### src/rtl/uart_rx_buffered.sv
// rtl/uart_rx_buffered.sv - 8N1 UART receiver with first-word fall-through byte FIFO
// Framing errors and FIFO overflow are reported as single-cycle pulses.
module uart_rx_buffered #(
    parameter int CLOCK_FREQUENCY_HZ = 12000000,
    parameter int BAUD_RATE          = 9600,
    parameter int FIFO_DEPTH         = 8
) (
    input  logic                                 clock,
    input  logic                                 reset,
    input  logic                                 uart_rx,
    output logic [7:0]                           rx_data,
    output logic                                 rx_valid,
    input  logic                                 rx_ready,
    output logic [$clog2(FIFO_DEPTH+1)-1:0]      fifo_count,
    output logic                                 framing_error,
    output logic                                 overflow,
    output logic                                 busy
);

    localparam int CYCLES_PER_BIT = CLOCK_FREQUENCY_HZ / BAUD_RATE;
    localparam int CNT_W          = (CYCLES_PER_BIT > 1) ? $clog2(CYCLES_PER_BIT) : 1;
    localparam int PTR_W          = (FIFO_DEPTH > 1) ? $clog2(FIFO_DEPTH) : 1;
    localparam int COUNT_W        = $clog2(FIFO_DEPTH + 1);

    localparam logic [CNT_W-1:0]   CNT_LAST = CNT_W'(CYCLES_PER_BIT - 1);
    localparam logic [CNT_W-1:0]   CNT_HALF = CNT_W'(CYCLES_PER_BIT / 2 - 1);
    localparam logic [COUNT_W-1:0] FULL_CNT = COUNT_W'(FIFO_DEPTH);

    if (CYCLES_PER_BIT < 4) begin : g_bad_baud
        $error("uart_rx_buffered: CYCLES_PER_BIT must be >= 4");
    end
    if (FIFO_DEPTH < 2 || (FIFO_DEPTH & (FIFO_DEPTH - 1)) != 0) begin : g_bad_depth
        $error("uart_rx_buffered: FIFO_DEPTH must be a power of 2 and >= 2");
    end

    typedef enum logic [2:0] {
        S_IDLE,
        S_START,
        S_DATA,
        S_STOP,
        S_BREAK
    } state_t;

    logic             rx_meta_q;
    logic             rx_s_q;
    state_t           state_q;
    logic [CNT_W-1:0] cnt_q;
    logic [2:0]       bit_idx_q;
    logic [7:0]       shift_q;
    logic             push_q;
    logic [7:0]       push_data_q;
    logic             framing_error_q;
    logic             overflow_q;

    logic [7:0]         mem_q [FIFO_DEPTH];
    logic [PTR_W-1:0]   wr_ptr_q, wr_ptr_d;
    logic [PTR_W-1:0]   rd_ptr_q, rd_ptr_d;
    logic [COUNT_W-1:0] count_q, count_d;
    logic               full;
    logic               pop;
    logic               push_ok;

    // Preset to idle-high so reset never looks like a start bit.
    always_ff @(posedge clock) begin
        if (reset) begin
            rx_meta_q <= 1'b1;
            rx_s_q    <= 1'b1;
        end else begin
            rx_meta_q <= uart_rx;
            rx_s_q    <= rx_meta_q;
        end
    end

    always_ff @(posedge clock) begin
        if (reset) begin
            state_q         <= S_IDLE;
            cnt_q           <= '0;
            bit_idx_q       <= '0;
            shift_q         <= '0;
            push_q          <= 1'b0;
            push_data_q     <= '0;
            framing_error_q <= 1'b0;
        end else begin
            push_q          <= 1'b0;
            framing_error_q <= 1'b0;
            case (state_q)
                S_IDLE: begin
                    if (!rx_s_q) begin
                        state_q <= S_START;
                        cnt_q   <= '0;
                    end
                end
                S_START: begin
                    if (cnt_q == CNT_HALF) begin
                        cnt_q     <= '0;
                        bit_idx_q <= '0;
                        state_q   <= rx_s_q ? S_IDLE : S_DATA;
                    end else begin
                        cnt_q <= cnt_q + 1'b1;
                    end
                end
                S_DATA: begin
                    if (cnt_q == CNT_LAST) begin
                        cnt_q              <= '0;
                        shift_q[bit_idx_q] <= rx_s_q;
                        if (bit_idx_q == 3'd7) begin
                            state_q <= S_STOP;
                        end else begin
                            bit_idx_q <= bit_idx_q + 1'b1;
                        end
                    end else begin
                        cnt_q <= cnt_q + 1'b1;
                    end
                end
                S_STOP: begin
                    if (cnt_q == CNT_LAST) begin
                        cnt_q <= '0;
                        if (rx_s_q) begin
                            push_q      <= 1'b1;
                            push_data_q <= shift_q;
                            state_q     <= S_IDLE;
                        end else begin
                            framing_error_q <= 1'b1;
                            state_q         <= S_BREAK;
                        end
                    end else begin
                        cnt_q <= cnt_q + 1'b1;
                    end
                end
                S_BREAK: begin
                    if (rx_s_q) begin
                        state_q <= S_IDLE;
                    end
                end
                default: state_q <= S_IDLE;
            endcase
        end
    end

    assign full    = (count_q == FULL_CNT);
    assign pop     = rx_valid && rx_ready;
    assign push_ok = push_q && (!full || pop);

    always_comb begin
        wr_ptr_d = wr_ptr_q;
        rd_ptr_d = rd_ptr_q;
        count_d  = count_q;
        if (push_ok) begin
            wr_ptr_d = wr_ptr_q + 1'b1;
        end
        if (pop) begin
            rd_ptr_d = rd_ptr_q + 1'b1;
        end
        if (push_ok && !pop) begin
            count_d = count_q + 1'b1;
        end else if (pop && !push_ok) begin
            count_d = count_q - 1'b1;
        end
    end

    always_ff @(posedge clock) begin
        if (reset) begin
            wr_ptr_q   <= '0;
            rd_ptr_q   <= '0;
            count_q    <= '0;
            overflow_q <= 1'b0;
        end else begin
            wr_ptr_q   <= wr_ptr_d;
            rd_ptr_q   <= rd_ptr_d;
            count_q    <= count_d;
            overflow_q <= push_q && full && !pop;
        end
    end

    always_ff @(posedge clock) begin
        if (push_ok) begin
            mem_q[wr_ptr_q] <= push_data_q;
        end
    end

    assign rx_valid      = (count_q != '0);
    assign rx_data       = rx_valid ? mem_q[rd_ptr_q] : 8'h00;
    assign fifo_count    = count_q;
    assign framing_error = framing_error_q;
    assign overflow      = overflow_q;
    assign busy          = (state_q != S_IDLE);

endmodule

### config.mk
export PLATFORM = sky130hd
export DESIGN_NAME = uart_rx_buffered
export DESIGN_NICKNAME = d
export VERILOG_FILES = /design/src/rtl/uart_rx_buffered.sv
export SDC_FILE = /design/constraint.sdc
export NUM_CORES = 1
export LEC_CHECK = 0
export CORE_MARGIN = 2
export CORE_UTILIZATION = 64
export CTS_CLUSTER_DIAMETER = 50
export CTS_CLUSTER_SIZE = 30
export DETAILED_ROUTE_END_ITERATION = 10
export PLACE_DENSITY = 0.87
export SYNTH_ARGS = -nofsm -noshare
export SYNTH_HDL_FRONTEND = slang
export SYNTH_SLANG_ARGS = --single-unit
### constraint.sdc
create_clock -name clock -period 5.9 [get_ports clock]
set_input_delay 0.59 -clock clock [delete_from_list [all_inputs] [get_ports clock]]
set_output_delay 0.59 -clock clock [all_outputs]
set_load 0.05 [all_outputs]
==> results of run 1 <==
## per-layer routing
metal,up-vias,routed length [um]
met5,-,0
met4,0,190
met3,15,491
met2,121,5270
met1,1590,4020
li1,1478,-
## power by group through the flow
stage | Combinational, mW | Clock (mW) | Sequential [mW]
6_report | 0.467 | 0.974 | 0.908
5_1_grt | 0.489 | 1.02 | 0.915
4_1_cts | 0.467 | 0.982 | 0.910
3_5_place_dp | 0.458 | 0 | 0.925
3_3_place_gp | 0.448 | 0 | 0.922
2_1_floorplan | 0.332 | 0 | 0.921
## state kept, by name, summed over array words and instances, names as in the netlist, 3 cells and up, named ones only
register	cells
state_q	3
mem_q	64
fifo_count	4
shift_q	8
wr_ptr_q	3
push_data_q	8
cnt_q	11
bit_idx_q	3
rd_ptr_q	3
## Yosys cell counts (3+ instances only)
| master | instances |
|---|---|
| sky130_fd_sc_hd__edfxtp_1 | 64 |
| sky130_fd_sc_hd__dfxtp_1 | 51 |
| sky130_fd_sc_hd__nor2_1 | 36 |
| sky130_fd_sc_hd__nand2_1 | 33 |
| sky130_fd_sc_hd__a21oi_1 | 19 |
| sky130_fd_sc_hd__mux2i_1 | 17 |
| sky130_fd_sc_hd__mux4_2 | 16 |
| sky130_fd_sc_hd__nand2b_1 | 14 |
| sky130_fd_sc_hd__inv_1 | 12 |
| sky130_fd_sc_hd__clkbuf_1 | 11 |
| sky130_fd_sc_hd__ha_1 | 10 |
| sky130_fd_sc_hd__nor3_1 | 8 |
| sky130_fd_sc_hd__o21ai_0 | 8 |
| sky130_fd_sc_hd__nand3_1 | 7 |
| sky130_fd_sc_hd__a31oi_1 | 5 |
| sky130_fd_sc_hd__and3_1 | 5 |
| sky130_fd_sc_hd__a21o_1 | 4 |
| sky130_fd_sc_hd__nor2b_1 | 4 |
| sky130_fd_sc_hd__nor4_1 | 4 |
| sky130_fd_sc_hd__o21ai_1 | 4 |
| sky130_fd_sc_hd__or2_2 | 4 |
| sky130_fd_sc_hd__xor2_1 | 4 |
| sky130_fd_sc_hd__buf_1 | 3 |
| sky130_fd_sc_hd__buf_2 | 3 |
| sky130_fd_sc_hd__nand4_1 | 3 |
| sky130_fd_sc_hd__nand4b_1 | 3 |
| sky130_fd_sc_hd__nor4b_1 | 3 |
| sky130_fd_sc_hd__or3_1 | 3 |
## how the worst min path moves through the flow
stage,end,start,cells after the start
global placement,rx_s_q$_SDFF_PP1_,rx_meta_q$_SDFF_PP1_,1
floorplan,rx_s_q$_SDFF_PP1_,rx_meta_q$_SDFF_PP1_,1
finish,rx_s_q$_SDFF_PP1_,rx_meta_q$_SDFF_PP1_,1
CTS,rx_s_q$_SDFF_PP1_,rx_meta_q$_SDFF_PP1_,1
detailed placement,rx_s_q$_SDFF_PP1_,rx_meta_q$_SDFF_PP1_,1
global route,rx_s_q$_SDFF_PP1_,rx_meta_q$_SDFF_PP1_,1
## cell type report
cell class | instances | area, um2 | area share
clock inverters | 14 | 156 | 0.0274
repair buffers | 22 | 213 | 0.0373
clock buffers | 18 | 418 | 0.0733
inverters | 12 | 45.0 | 0.00790
well taps | 99 | 124 | 0.0217
multi-input cells | 241 | 1810 | 0.317
flip-flops and latches | 115 | 2940 | 0.516
## worst max-delay path, cell delays in order (launching register included)
cell and delay (ns):
sky130_fd_sc_hd__dfxtp_1 1.03, sky130_fd_sc_hd__mux4_2 0.62, sky130_fd_sc_hd__mux2i_1 0.18, sky130_fd_sc_hd__nor2_1 0.06, sky130_fd_sc_hd__clkdlybuf4s50_1 0.75
## kinds of logic (layout without fill, tap and decap cells)
group                      count (synthesis)  in the layout  share of synthesized area
AOI/OAI and AO/OA                         55             55                     0.0711
xor gates and xnor gates                   6              6                     0.0108
adders and majority gates                 11             11                     0.0298
buffers and inverters                     31             66                     0.0264
DFF                                      115            115                      0.603
muxes                                     33             33                      0.109
and+or+nand+nor                          136            136                      0.150
## through the flow
| step | hold WS (ns) | cells | area, um2 |
|---|---|---|---|
| 2_1_floorplan | 0.389 | 387 | 4880 |
| 3_3_place_gp | 0.395 | 489 | 5130 |
| 3_5_place_dp | 0.397 | 489 | 5130 |
| 4_1_cts | 0.410 | 521 | 5700 |
| 5_1_grt | 0.430 | 521 | 5700 |
| 6_report | 0.408 | 521 | 5700 |
## cell usage in the layout, fill, tap and decap left out, types with 2 or more instances in the layout
cell and count:
sky130_fd_sc_hd__edfxtp_1 64, sky130_fd_sc_hd__dfxtp_1 51, sky130_fd_sc_hd__nor2_1 36, sky130_fd_sc_hd__nand2_1 33, sky130_fd_sc_hd__a21oi_1 19, sky130_fd_sc_hd__clkdlybuf4s50_1 19, sky130_fd_sc_hd__mux2i_1 17, sky130_fd_sc_hd__mux4_2 16
sky130_fd_sc_hd__clkbuf_16 16, sky130_fd_sc_hd__nand2b_1 14, sky130_fd_sc_hd__inv_1 12, sky130_fd_sc_hd__ha_1 10, sky130_fd_sc_hd__nor3_1 8, sky130_fd_sc_hd__o21ai_0 8, sky130_fd_sc_hd__nand3_1 7, sky130_fd_sc_hd__a31oi_1 5
sky130_fd_sc_hd__and3_1 5, sky130_fd_sc_hd__clkinv_4 5, sky130_fd_sc_hd__nor2b_1 4, sky130_fd_sc_hd__or2_2 4, sky130_fd_sc_hd__nor4_1 4, sky130_fd_sc_hd__o21ai_1 4, sky130_fd_sc_hd__a21o_1 4, sky130_fd_sc_hd__xor2_1 4
sky130_fd_sc_hd__clkinvlp_4 4, sky130_fd_sc_hd__nand4b_1 3, sky130_fd_sc_hd__or3_1 3, sky130_fd_sc_hd__nor4b_1 3, sky130_fd_sc_hd__nand4_1 3, sky130_fd_sc_hd__buf_4 3, sky130_fd_sc_hd__a22o_1 2, sky130_fd_sc_hd__o31ai_1 2
sky130_fd_sc_hd__xnor2_1 2, sky130_fd_sc_hd__inv_6 2, sky130_fd_sc_hd__bufinv_16 2
==> results.tsv, run 1 <==
stage	metric	value	unit
drt	DRC violation total after the first TritonRoute iteration	257	
timing	total count of max-transition violations in the final report	0	
clock_network	clock network latency to the later pin of the worst-skew pair	0.51	ns
clock_network	CTS tree	done	
timing	worst slew margin relative to its limit	0.218	
synthesis	share of the synthesized area in the top cell type	0.394	
drt	average routed wire per standard cell	19.1	um
floorplan	height of the die	91.3	um
critical_path	data required time of the critical path	5.31	ns
drt	router iterations before antenna repair	6	
clock_network	Clock Tree Root	sky130_fd_sc_hd__clkbuf_8	
synthesis	number of enable flip-flop cells after synthesis	64	
critical_path	kind of capture point of the worst setup path	output port	
timing	crit path setup slack, layout	2.15	ns
synthesis	Yosys warning total	0	
drt	Routed WL	9980	um
timing	min Tclk post-route	3.75	ns
grt	met2 usage	0.443	
floorplan	number of top-level design ports	20	
clock_network	count of hold-fix buffers inserted at cts	0	
layout	# nets final	424	
flow_run	max-capacitance violation count	0	
clock_network	clock edge transition at the registers on the reported setup and hold paths	0.06	ns
placement	routability cong.	0.776	
synthesis	post-synthesis cell count	387	
grt	vias in the first global route	3088	
floorplan	Site Rows	31	
synthesis	Seq cells post-synth	115	
drt	antenna violation net count after detailed routing	0	
pwr	internal portion of total power	1.64	mW
timing	Fmax achieved	267	MHz
grt	largest net degree at the start of global routing	43	
floorplan	Die Span X	91.3	um
drt	total DRC errors in the routed layout	0	
timing	Tightest Pin Transition	1.16	ns
synthesis	Synth Flop Type	sky130_fd_sc_hd__edfxtp_1	
layout	antenna diode count	0	
pwr	Peak VDD IR	0.261	mV
synthesis	synthesized area	0.00488	mm2
status	result of the run	completed	
timing	final critical-path share of the clock period	0.636	
placement	pre-CTS setup slack	2.59	ns
grt	met3 track utilization from global routing	0.0705	
clock_network	H-tree level count	4	
clock_network	worst-case clock buffer depth	2	
drt	number of vias in the routed layout	3204	
layout	filler instances	381	
timing	number of endpoints failing setup at the final stage	0	
synthesis	sequential-to-total area share from yosys stat	0.603	
pwr	fraction of power consumed by the clock network	0.415	
grt	wire length of the first global-routing pass	15900	um
critical_path	Setup Crit Path Kind	reg -> out	
floorplan	effective utilization at floorplan	0.665	
critical_path	slack of the worst reg-to-reg path	2.43	ns
timing	final count of hold timing violations	0	
clock_network	quantity of gates resized following cts	0	
hold_path	Worst Hold Class	reg -> reg	
critical_path	worst-path maximum fanout	16	
synthesis	top cell type by total area after synthesis	sky130_fd_sc_hd__edfxtp_1	
timing	Fin Setup TNS	0	ns
floorplan	Core Region	0.00733	mm2
pwr	sum of internal, switching and leakage power	2.35	mW
pwr	part of the total power dissipated in combinational logic	0.199	
placement	DP HPWL	5630	um
grt	global router's overall resource usage	0.255	
pwr	Psw	0.704	mW
synthesis	dominant cells by area after synthesis	sky130_fd_sc_hd__edfxtp_1 39%, sky130_fd_sc_hd__dfxtp_1 21%, sky130_fd_sc_hd__mux4_2 7.4%, sky130_fd_sc_hd__mux2i_1 3.5%, sky130_fd_sc_hd__nor2_1 2.8%	
critical_path	type of origin of the critical path	register	
critical_path	termination of the worst setup path	rx_data[3]	
layout	Synth-to-Final Area Change	17.0	%
grt	met1 demand-to-capacity share in global routing	0.303	
grt	Congestion Overflow GR	0	
clock_network	number of buffers added by the clock tree synthesis step	17	
synthesis	number of library cell types mapped by synthesis	54	
grt	GRT Max-Usage Layer	met2	
pwr	Net Sw Frac	0.300	
drt	post-detailed-route via-to-cell ratio	6.15	
synthesis	synthesized area per cell	12.6	um2
timing	Final Skew	0.00663	ns
pwr	sequential share of power	0.387	
layout	share of post-route cells with drive strength above 1	0.152	
critical_path	RR Endpoint	fifo_count[3]$_SDFFE_PP0P_	
pwr	static power due to leakage	1.94	nW
placement	PortBufs	19	
critical_path	worst reg2reg path depth	11	
synthesis	share of flip-flops with an asynchronous set or reset	0	
layout	final core utilization	0.778	
pwr	pwr dens	412	mW/mm2
critical_path	arrival time at the worst endpoint	3.16	ns
clock_network	number of clock sinks	115	
grt	initial antenna violation count	0	
timing	setup repair after global routing missed its margin	no	
critical_path	R2R Path Start	fifo_count[0]$_SDFFE_PP0P_	
synthesis	Net Count, Synth	402	
floorplan	Die Outline Area	0.00833	mm2
clock_network	total setup buffers inserted after CTS	0	
(Power assumes the default switching activity.)
==> run 2: changes to the inputs <==
- CORE_UTILIZATION: 64 -> 54
- PLACE_DENSITY: 0.87 -> 0.79
- clock period: 5.9 -> 3.3 ns (I/O delays scaled with it)
==> run 2 against run 1 <==
Die area grew 18%. Register-to-register slack lost 1.8 ns. Sequential share of layout area shrank 1.5 points. Combinational power grew 90%. Total power grew 92%. Sequential power grew 73%. Critical path depth grew 1. Worst hold slack lost 0.018 ns. Clock-buffer cell count grew 1. Critical path type unchanged. Critical endpoint is now rx_data[7]. Largest cell class unchanged. Highest routed layer unchanged.
==> results.tsv, run 2 (same netlist as run 1, synthesis figures left out) <==
stage	metric	value	unit
status	result of the run	completed	
timing	final count of hold timing violations	0	
floorplan	Die Outline Area	0.00981	mm2
drt	antenna violation net count after detailed routing	0	
floorplan	height of the die	99.0	um
floorplan	Site Rows	34	
pwr	static power due to leakage	2.04	nW
layout	# nets final	434	
grt	wire length of the first global-routing pass	15900	um
hold_path	Worst Hold Class	in -> reg	
drt	total DRC errors in the routed layout	0	
grt	vias in the first global route	3114	
timing	setup repair after global routing missed its margin	no	
grt	GRT Max-Usage Layer	met2	
critical_path	cells traversed along the worst timing path	buf_4 > mux4_2 > mux2i_1 > nor2_1 > clkdlybuf4s50_1	
clock_network	worst-case clock buffer depth	2	
clock_network	number of buffers added by the clock tree synthesis step	17	
clock_network	CTS tree	done	
pwr	pwr dens	765	mW/mm2
layout	share of post-route cells with drive strength above 1	0.171	
critical_path	data required time of the critical path	2.97	ns
hold_path	hold path startpoint	uart_rx	
timing	final critical-path share of the clock period	0.907	
floorplan	Die Span X	99.0	um
drt	Routed WL	9510	um
timing	Fin Setup TNS	0	ns
clock_network	total setup buffers inserted after CTS	0	
timing	min Tclk post-route	2.99	ns
placement	routability cong.	0.857	
drt	DRC violation total after the first TritonRoute iteration	169	
clock_network	clock edge transition at the registers on the reported setup and hold paths	0.06	ns
hold_path	WHS Path Cells	2	
critical_path	Setup Crit Path Kind	reg -> out	
clock_network	count of hold-fix buffers inserted at cts	0	
critical_path	kind of capture point of the worst setup path	output port	
layout	most common cell after layout, fill and taps aside	sky130_fd_sc_hd__edfxtp_1	
placement	PortBufs	19	
timing	Final Skew	0.00849	ns
clock_network	Clock Tree Root	sky130_fd_sc_hd__clkbuf_8	
pwr	sum of internal, switching and leakage power	4.50	mW
critical_path	R2R Path Start	fifo_count[0]$_SDFFE_PP0P_	
floorplan	Core Region	0.00872	mm2
grt	global router's overall resource usage	0.213	
critical_path	slack of the worst reg-to-reg path	0.66	ns
layout	largest registers	mem_q x64, cnt_q x11	
timing	number of endpoints failing setup at the final stage	0	
grt	largest net degree at the start of global routing	43	
critical_path	arrival time at the worst endpoint	2.66	ns
clock_network	number of clock sinks	115	
critical_path	worst reg2reg path depth	12	
grt	initial antenna violation count	0	
grt	met1 demand-to-capacity share in global routing	0.248	
layout	largest register by flop count	mem_q	
floorplan	number of top-level design ports	20	
layout	antenna diode count	0	
hold_path	endpoint of the worst hold-timing path	rx_meta_q$_SDFF_PP1_	
timing	worst slack on hold paths	0.391	ns
layout	Synth-to-Final Area Change	20.5	%
grt	met2 usage	0.384	
timing	Tightest Pin Transition	0.732	ns
timing	Fmax achieved	334	MHz
placement	DP HPWL	6090	um
timing	worst slew margin relative to its limit	0.511	
critical_path	cell type of the slowest stage on the worst timing path	sky130_fd_sc_hd__clkdlybuf4s50_1	
critical_path	worst-path maximum fanout	16	
critical_path	type of origin of the critical path	register	
clock_network	clock network latency to the later pin of the worst-skew pair	0.51	ns
drt	number of vias in the routed layout	3078	
drt	router iterations before antenna repair	4	
drt	average routed wire per standard cell	17.6	um
pwr	Peak VDD IR	0.350	mV
layout	max FFs per register	64	
flow_run	max-capacitance violation count	0	
floorplan	effective utilization at floorplan	0.559	
critical_path	RR Endpoint	fifo_count[3]$_SDFFE_PP0P_	
clock_network	quantity of gates resized following cts	0	
grt	Congestion Overflow GR	0	
timing	total count of max-transition violations in the final report	0	
critical_path	slowest stage delay, CP	0.70	ns
layout	commonest cells after routing, fill and taps aside	64 x sky130_fd_sc_hd__edfxtp_1, 51 x sky130_fd_sc_hd__dfxtp_1, 36 x sky130_fd_sc_hd__nor2_1, 33 x sky130_fd_sc_hd__nand2_1	
grt	met3 track utilization from global routing	0.0447	
clock_network	H-tree level count	4	
drt	post-detailed-route via-to-cell ratio	5.70	
run 2: cell types whose count changed in the layout (fill, tap and decap cells not counted), sizes merged:
cell / delta
clkinv: -3
clkbuf: +1
inv: -1
bufinv: +4
clkinvlp: -1
buf: +10
run 2: per-stage QoR:
stage | setup slack, ns | instances | area [um2] | utilization
6_report | 0.306 | 540 | 5880 | 0.674
3_5_place_dp | 0.530 | 508 | 5220 | 0.598
2_1_floorplan | 0.0796 | 387 | 4880 | -
4_1_cts | 0.254 | 540 | 5880 | 0.674
5_1_grt | 0.202 | 540 | 5880 | 0.674
3_3_place_gp | 0.603 | 508 | 5220 | 0.598
run 2: how the worst max path moves through the flow:
stage / cells past startpoint / from / endpoint
finish: 5 / register / rx_data[7]
global route: 5 / register / rx_data[7]
CTS: 5 / register / rx_data[7]
detailed placement: 12 / rx_ready / fifo_count[3]$_SDFFE_PP0P_
global placement: 12 / rx_ready / fifo_count[3]$_SDFFE_PP0P_
floorplan: 11 / fifo_count[0]$_SDFFE_PP0P_ / fifo_count[3]$_SDFFE_PP0P_
run 2: where the power goes:
group          switching, mW  internal (mW)  total, mW
sequential            0.0433           1.53       1.57
clock                  0.636           1.40       2.03
combinational          0.540          0.349      0.889
run 2: routing by layer:
layer	wire [um]	vias to the layer above
met5	0	-
met4	95	0
met3	246	8
met2	5170	55
met1	3990	1509
li1	-	1506
run 2: layout make-up:
type	instances	area [um2]
Sequential cell	115	2940
Fill cell	602	2840
Multi-Input combinational cell	241	1810
Clock buffer	19	432
Timing Repair Buffer	32	288
Clock inverter	13	230
Tap cell	108	135
Inverter	12	45.0
run 2: critical path, delay by kind of cell, from the launching register on:
kind | cells | cell delay, ns
buf+inv | 2 | 1.01
mux | 2 | 0.76
flops | 1 | 0.31
simple gates | 1 | 0.07
